[config.mk]
export PLATFORM = sky130hd
export DESIGN_NAME = array_burst_reader_flat
export DESIGN_NICKNAME = d
export VERILOG_FILES = /design/src/rtl/array_burst_reader_if.sv /design/src/rtl/array_burst_reader.sv /design/src/flat_wrapper.sv
export SDC_FILE = /design/constraint.sdc
export NUM_CORES = 1
export LEC_CHECK = 0
export ABC_AREA = 1
export BUFFER_PORTS_ARGS = -buffer_cell sky130_fd_sc_hd__buf_2
export CAP_MARGIN = 20
export CORE_MARGIN = 8
export CORE_UTILIZATION = 45
export DETAILED_ROUTE_END_ITERATION = 10
export PLACE_DENSITY_LB_ADDON = 0.25
export SLEW_MARGIN = 20
export SYNTH_ARGS = -nofsm -noshare
export SYNTH_HDL_FRONTEND = slang
export SYNTH_SLANG_ARGS = --single-unit
[constraint.sdc]
create_clock -name clk -period 2.1 [get_ports clk]
set_clock_uncertainty 0.2 [all_clocks]
set_input_delay 0.315 -clock clk [delete_from_list [all_inputs] [get_ports clk]]
set_output_delay 0.315 -clock clk [all_outputs]
set_load 0.01 [all_outputs]
[src/rtl/array_burst_reader_if.sv]
// Output stream bundle for array_burst_reader: valid/ready beat carrying entry data and its index.
// ARRAY_BURST_READER_PARITY_EN adds an even-parity bit that travels with out_data.
interface array_burst_reader_if #(
  parameter int DEPTH = 8,
  parameter int WIDTH = 8
);
  localparam int IDX_W = $clog2(DEPTH);

  logic             out_valid;
  logic             out_ready;
  logic [WIDTH-1:0] out_data;
  logic [IDX_W-1:0] out_index;
`ifdef ARRAY_BURST_READER_PARITY_EN
  logic             out_parity;

  modport master (
    output out_valid,
    output out_data,
    output out_index,
    output out_parity,
    input  out_ready
  );

  modport slave (
    input  out_valid,
    input  out_data,
    input  out_index,
    input  out_parity,
    output out_ready
  );
`else
  modport master (
    output out_valid,
    output out_data,
    output out_index,
    input  out_ready
  );

  modport slave (
    input  out_valid,
    input  out_data,
    input  out_index,
    output out_ready
  );
`endif
endinterface

[src/rtl/array_burst_reader.sv]
// DEPTH x WIDTH array with an index-modulo write port that streams a wrap-around range of entries
// over valid/ready. Optional out_parity is enabled by defining ARRAY_BURST_READER_PARITY_EN.
module array_burst_reader #(
  parameter  int DEPTH = 8,
  parameter  int WIDTH = 8,
  localparam int LW    = $clog2(DEPTH) + 1
) (
  input  logic                         clk,
  input  logic                         rst,
  input  logic                         wr_en,
  input  logic [31:0]                  wr_index,
  input  logic [WIDTH-1:0]             wr_data,
  input  logic                         start,
  input  logic [31:0]                  start_index,
  input  logic [LW-1:0]                length,
  array_burst_reader_if.master         rd,
  output logic                         busy,
  output logic                         done,
  output logic [DEPTH-1:0][WIDTH-1:0]  snapshot
);
  localparam int IDX_W = $clog2(DEPTH);

  localparam logic [1:0] ST_IDLE   = 2'd0;
  localparam logic [1:0] ST_STREAM = 2'd1;
  localparam logic [1:0] ST_DONE   = 2'd2;

  logic [WIDTH-1:0] mem_r [DEPTH];

  logic [1:0]       state_r,     state_s;
  logic [IDX_W-1:0] ptr_r,       ptr_s;
  logic [LW-1:0]    rem_r,       rem_s;
  logic             out_valid_r, out_valid_s;
  logic [WIDTH-1:0] out_data_r,  out_data_s;
  logic [IDX_W-1:0] out_index_r, out_index_s;
  logic             busy_r,      busy_s;
  logic             done_r,      done_s;

  logic [IDX_W-1:0] wr_idx_s;
  logic [IDX_W-1:0] start_idx_s;
  logic [IDX_W-1:0] next_ptr_s;
  logic [LW-1:0]    len_clamp_s;
  logic [WIDTH-1:0] start_rd_s;
  logic [WIDTH-1:0] next_rd_s;
  logic             handshake_s;
  logic             unused_s;

  function automatic logic even_parity(input logic [WIDTH-1:0] d);
    return ^d;
  endfunction

  // Indices are reduced two's-complement modulo DEPTH; upper bits are intentionally dropped.
  assign wr_idx_s    = wr_index[IDX_W-1:0];
  assign start_idx_s = start_index[IDX_W-1:0];
  assign unused_s    = ^{wr_index[31:IDX_W], start_index[31:IDX_W]};
  assign next_ptr_s  = ptr_r + {{(IDX_W-1){1'b0}}, 1'b1};
  assign len_clamp_s = (length > LW'(DEPTH)) ? LW'(DEPTH) : length;
  assign handshake_s = out_valid_r & rd.out_ready;

  // Same-cycle writes to the entry being loaded are forwarded so the beat carries the new value.
  assign start_rd_s = (wr_en && (wr_idx_s == start_idx_s)) ? wr_data : mem_r[start_idx_s];
  assign next_rd_s  = (wr_en && (wr_idx_s == next_ptr_s))  ? wr_data : mem_r[next_ptr_s];

  // Next-state and next-output computation for the burst FSM.
  always_comb begin
    state_s     = state_r;
    ptr_s       = ptr_r;
    rem_s       = rem_r;
    out_valid_s = out_valid_r;
    out_data_s  = out_data_r;
    out_index_s = out_index_r;
    busy_s      = busy_r;
    done_s      = 1'b0;
    case (state_r)
      ST_IDLE: begin
        busy_s = 1'b0;
        if (start) begin
          busy_s = 1'b1;
          if (len_clamp_s != {LW{1'b0}}) begin
            state_s     = ST_STREAM;
            ptr_s       = start_idx_s;
            rem_s       = len_clamp_s;
            out_valid_s = 1'b1;
            out_data_s  = start_rd_s;
            out_index_s = start_idx_s;
          end else begin
            state_s = ST_DONE;
            done_s  = 1'b1;
          end
        end else begin
          state_s = ST_IDLE;
        end
      end
      ST_STREAM: begin
        busy_s = 1'b1;
        if (handshake_s) begin
          if (rem_r > LW'(1)) begin
            ptr_s       = next_ptr_s;
            rem_s       = rem_r - LW'(1);
            out_data_s  = next_rd_s;
            out_index_s = next_ptr_s;
          end else begin
            rem_s       = {LW{1'b0}};
            out_valid_s = 1'b0;
            state_s     = ST_DONE;
            done_s      = 1'b1;
          end
        end else begin
          state_s = ST_STREAM;
        end
      end
      ST_DONE: begin
        state_s = ST_IDLE;
        busy_s  = 1'b0;
      end
      default: begin
        state_s     = ST_IDLE;
        out_valid_s = 1'b0;
        busy_s      = 1'b0;
      end
    endcase
  end

  // Storage, FSM state and registered stream outputs; reset abandons any burst without a done.
  always_ff @(posedge clk) begin
    if (rst) begin
      for (int i = 0; i < DEPTH; i++) begin
        mem_r[i] <= {WIDTH{1'b0}};
      end
      state_r     <= ST_IDLE;
      ptr_r       <= {IDX_W{1'b0}};
      rem_r       <= {LW{1'b0}};
      out_valid_r <= 1'b0;
      out_data_r  <= {WIDTH{1'b0}};
      out_index_r <= {IDX_W{1'b0}};
      busy_r      <= 1'b0;
      done_r      <= 1'b0;
    end else begin
      if (wr_en) begin
        mem_r[wr_idx_s] <= wr_data;
      end
      state_r     <= state_s;
      ptr_r       <= ptr_s;
      rem_r       <= rem_s;
      out_valid_r <= out_valid_s;
      out_data_r  <= out_data_s;
      out_index_r <= out_index_s;
      busy_r      <= busy_s;
      done_r      <= done_s;
    end
  end

`ifdef ARRAY_BURST_READER_PARITY_EN
  logic out_parity_r;

  // Parity follows out_data_s, so it inherits forwarding and hold-under-backpressure.
  always_ff @(posedge clk) begin
    if (rst) begin
      out_parity_r <= 1'b0;
    end else begin
      out_parity_r <= even_parity(out_data_s);
    end
  end

  assign rd.out_parity = out_parity_r;
`endif

  // Packed debug view straight off the storage array.
  always_comb begin
    for (int i = 0; i < DEPTH; i++) begin
      snapshot[i] = mem_r[i];
    end
  end

  assign rd.out_valid = out_valid_r;
  assign rd.out_data  = out_data_r;
  assign rd.out_index = out_index_r;
  assign busy         = busy_r;
  assign done         = done_r;

endmodule

[src/flat_wrapper.sv]
// flat-port wrapper written by rule: the top's interface ports become plain ports
module array_burst_reader_flat 
#(
  parameter  int DEPTH = 8,
  parameter  int WIDTH = 8,
  localparam int LW    = $clog2(DEPTH) + 1
)
  (clk, rst, wr_en, wr_index, wr_data, start, start_index, length, busy, done, snapshot, rd_out_valid, rd_out_data, rd_out_index, rd_out_ready);
  array_burst_reader_if #(.DEPTH(DEPTH), .WIDTH(WIDTH)) rd_i ();
  input  logic clk;
  input  logic rst;
  input  logic wr_en;
  input  logic [31:0] wr_index;
  input  logic [WIDTH-1:0] wr_data;
  input  logic start;
  input  logic [31:0] start_index;
  input  logic [LW-1:0] length;
  output logic busy;
  output logic done;
  output logic [DEPTH-1:0][WIDTH-1:0] snapshot;
  output wire logic [$bits(rd_i.out_valid)-1:0] rd_out_valid;
  output wire logic [$bits(rd_i.out_data)-1:0] rd_out_data;
  output wire logic [$bits(rd_i.out_index)-1:0] rd_out_index;
  input wire logic [$bits(rd_i.out_ready)-1:0] rd_out_ready;
  assign rd_out_valid = rd_i.out_valid;
  assign rd_out_data = rd_i.out_data;
  assign rd_out_index = rd_i.out_index;
  assign rd_i.out_ready = rd_out_ready;
  array_burst_reader #(.DEPTH(DEPTH), .WIDTH(WIDTH)) u_core (.clk(clk), .rst(rst), .wr_en(wr_en), .wr_index(wr_index), .wr_data(wr_data), .start(start), .start_index(start_index), .length(length), .rd(rd_i), .busy(busy), .done(done), .snapshot(snapshot));
endmodule
==> results.json <==
{
  "numCtsBuffers": 9,
  "hold-worst-slack_ns": 0.0487,
  "drv_slew": 0,
  "fin_crit_ns": 1.94,
  "grt_setup_unrepaired": "false",
  "setup_viol": 0,
  "cts_max_level": 3,
  "fin_util_pct": 54.6,
  "cp_slowest_cell": "dfxtp_2",
  "critPathCaptureType": "register",
  "grt_overflow": 0,
  "via_per_inst": 5.36,
  "slowest_delay_ns": 0.40,
  "cts_tree": "built",
  "ctsHoldBuffers": 0,
  "synth_top_area_share_pct": 38.7,
  "place_congestion": 0.964,
  "vias": 4918,
  "hold_path_class": "input pin to register",
  "synth-seq-area-share_pct": 46.8,
  "fin_nets": 858,
  "cts_setup_buffers": 0,
  "dp_cells": 903,
  "power_mw": 5.20,
  "antenna_found_initial": 0,
  "wl_per_cell_um": 18.9,
  "diodes": 0,
  "peakVddDrop_mv": 0.553,
  "syn-num-nets": 747,
  "drv_cap": 0,
  "path_depth": 9,
  "outcome": "finished clean",
  "power_density_mw_per_mm2": 882,
  "r2r_end": "u_core.rd.out_data[4]",
  "cp_cell_sequence": "buf_12 -> inv_2 -> nand2_1 -> nand3_1 -> nand3_1 -> nand3_1 -> nand2_1 -> nand3_1 -> a21oi_1",
  "dieArea_mm2": 0.0146,
  "clk-insertion-delay-late_ns": 0.38,
  "cts_resized": 0,
  "drt_wl_total_mm": 17.3,
  "r2r_start": "u_core.ptr_r[0]",
  "synthToLayoutAreaGrowth_pct": 18.7,
  "antenna_left": 0,
  "finalHoldViolCount": 0,
  "drt_iter0_markers": 450,
  "worst-path-buf-inv": 2,
  "drcViolationCount": 0,
  "path_class": "register to register",
  "start_util_pct": 46.0,
  "drive_above_1_share_pct": 21.2,
  "yosysTopAreaCell": "edfxtp_1",
  "core-area_mm2": 0.0108,
  "netlist_area_mm2": 0.00496,
  "crit_start": "u_core.ptr_r[0]",
  "fmax_ghz": 0.515,
  "rows": 38,
  "r2r_slack_ns": 0.16,
  "final.setup.tns_ns": 0,
  "worst-slew-pin-transition_ns": 0.615,
  "die_w_um": 121,
  "clock_path_buffers": 2,
  "relSlewSlack_pct": 59.0,
  "avgSynthCellArea_um2": 7.49,
  "ys_ff_latch": 84,
  "grt_pass1_vias": 4761,
  "cts.sinks": 84,
  "critPathLaunchType": "register",
  "grt_usage_pct": 23.7,
  "yosys.cell_types.count": 28,
  "cp.required_ns": 2.22,
  "path_common_cell": "nand3_1",
  "dp_hpwl_mm": 13.0,
  "portBuffers": 100,
  "synth_area_leaders": "edfxtp_1, nand2_1, nand3_1",
  "clkSlewWorstSetupHoldPaths_ns": 0.09,
  "final_cells": 918,
  "path_delay_family": "simple AND/OR/NAND/NOR gates",
  "endpoint": "u_core.rd.out_data[4]",
  "reg2reg_depth": 9,
  "clockRootBuffer": "clkbuf_8",
  "finalCritPeriodShare_pct": 92.5,
  "ys_warn_count": 0,
  "fp.dieH_um": 121,
  "worstPathArrival_ns": 2.06,
  "syn_inst": 663,
  "grt_pass1_wl_mm": 26.3,
  "crit_fanout": 59,
  "dr.pass1.iters": 6,
  "grt_max_degree": 60,
  "p_leak_nw": 2.79,
  "ios": 159
}
flip-flops by register name, indices dropped and copies added (netlist names):
signal               flops
u_core.mem_r            64
u_core.state_r           2
u_core.rem_r             4
u_core.busy              1
u_core.rd.out_data       8
u_core.rd.out_valid      1
u_core.done              1
u_core.ptr_r             3
placed cells by master, fill, tap and decap left out, drive strengths merged:
| cell | Yosys | final |
|---|---|---|
| xnor2 | 3 | 3 |
| ha | 3 | 3 |
| o22ai | 1 | 1 |
| o21ai | 37 | 37 |
| nand4 | 2 | 2 |
| a31oi | 3 | 3 |
| o211ai | 16 | 16 |
| buf | 20 | 125 |
| nor3 | 1 | 1 |
| nor2 | 83 | 83 |
| nand3 | 103 | 103 |
| clkinvlp | 0 | 2 |
| clkbuf | 5 | 10 |
| clkinv | 0 | 2 |
| bufinv | 0 | 1 |
| inv | 94 | 94 |
| edfxtp | 64 | 64 |
| a21oi | 28 | 28 |
| dfxtp | 20 | 20 |
| nand2 | 180 | 180 |
kinds of logic after synthesis:
family / Yosys count / share of synthesized area, %
and+or+nand+nor: 369 / 32.0
buffers and inverters: 119 / 10.4
adders and majority gates: 3 / 0.756
AOI/OAI and AO/OA: 85 / 9.63
xor gates and xnor gates: 3 / 0.529
DFF: 84 / 46.8
worst min-delay path by stage:
stage	start	end	slack (ns)	depth (start not counted)
floorplan	rst	u_core.rd.out_data[4]	0.18	1
global placement	u_core.rd.out_data[7]	u_core.rd.out_data[7]	0.25	2
detailed placement	u_core.rd.out_data[1]	u_core.rd.out_data[1]	0.25	2
CTS	length[2]	u_core.rem_r[2]	0.03	3
global route	length[2]	u_core.rem_r[2]	0.06	3
finish	length[2]	u_core.rem_r[2]	0.05	3
per-stage QoR:
stage	cell area, µm²	setup WS (ns)
finish	5890	0.158
global route	5890	0.0143
CTS	5880	0.103
detailed placement	5700	0.129
global placement	5700	0.156
floorplan	4960	0.232
synth_stat cells (all sizes together):
cell type    n
nand3      103
buf         20
dfxtp       20
edfxtp      64
o22ai        1
a21oi       28
xnor2        3
nor3         1
clkbuf       5
nor2        83
ha           3
o21ai       37
nand4        2
inv         94
nand2      180
a31oi        3
o211ai      16
layer usage:
metal	share of wire [%]	GRT usage (%)
met5	0	0
met4	2.5	9.52
met3	11	8.89
met2	45	37.1
met1	42	28.9
report_power, final:
part	switching, mW	internal [mW]	total, mW
Clock	0.596	0.537	1.13
Combinational	1.30	0.691	1.99
Sequential	0.123	1.95	2.07
Total	2.02	3.18	5.20
layout make-up:
| class | count | area [µm²] |
|---|---|---|
| fillers | 1032 | 4900 |
| flip-flops and latches | 84 | 2320 |
| multi-input cells | 460 | 2140 |
| repair buffers | 125 | 713 |
| inverters | 94 | 355 |
| well taps | 140 | 175 |
| clock buffers | 10 | 128 |
| clock inverters | 5 | 53.8 |
worst register-to-register path: stages (launching register included):
cell and delay, ns:
dfxtp_2 0.40, buf_12 0.25, inv_2 0.21, nand2_1 0.09, nand3_1 0.12, nand3_1 0.19, nand3_1 0.11, nand2_1 0.07
nand3_1 0.10, a21oi_1 0.15
Power figures use the tool's default switching activity.
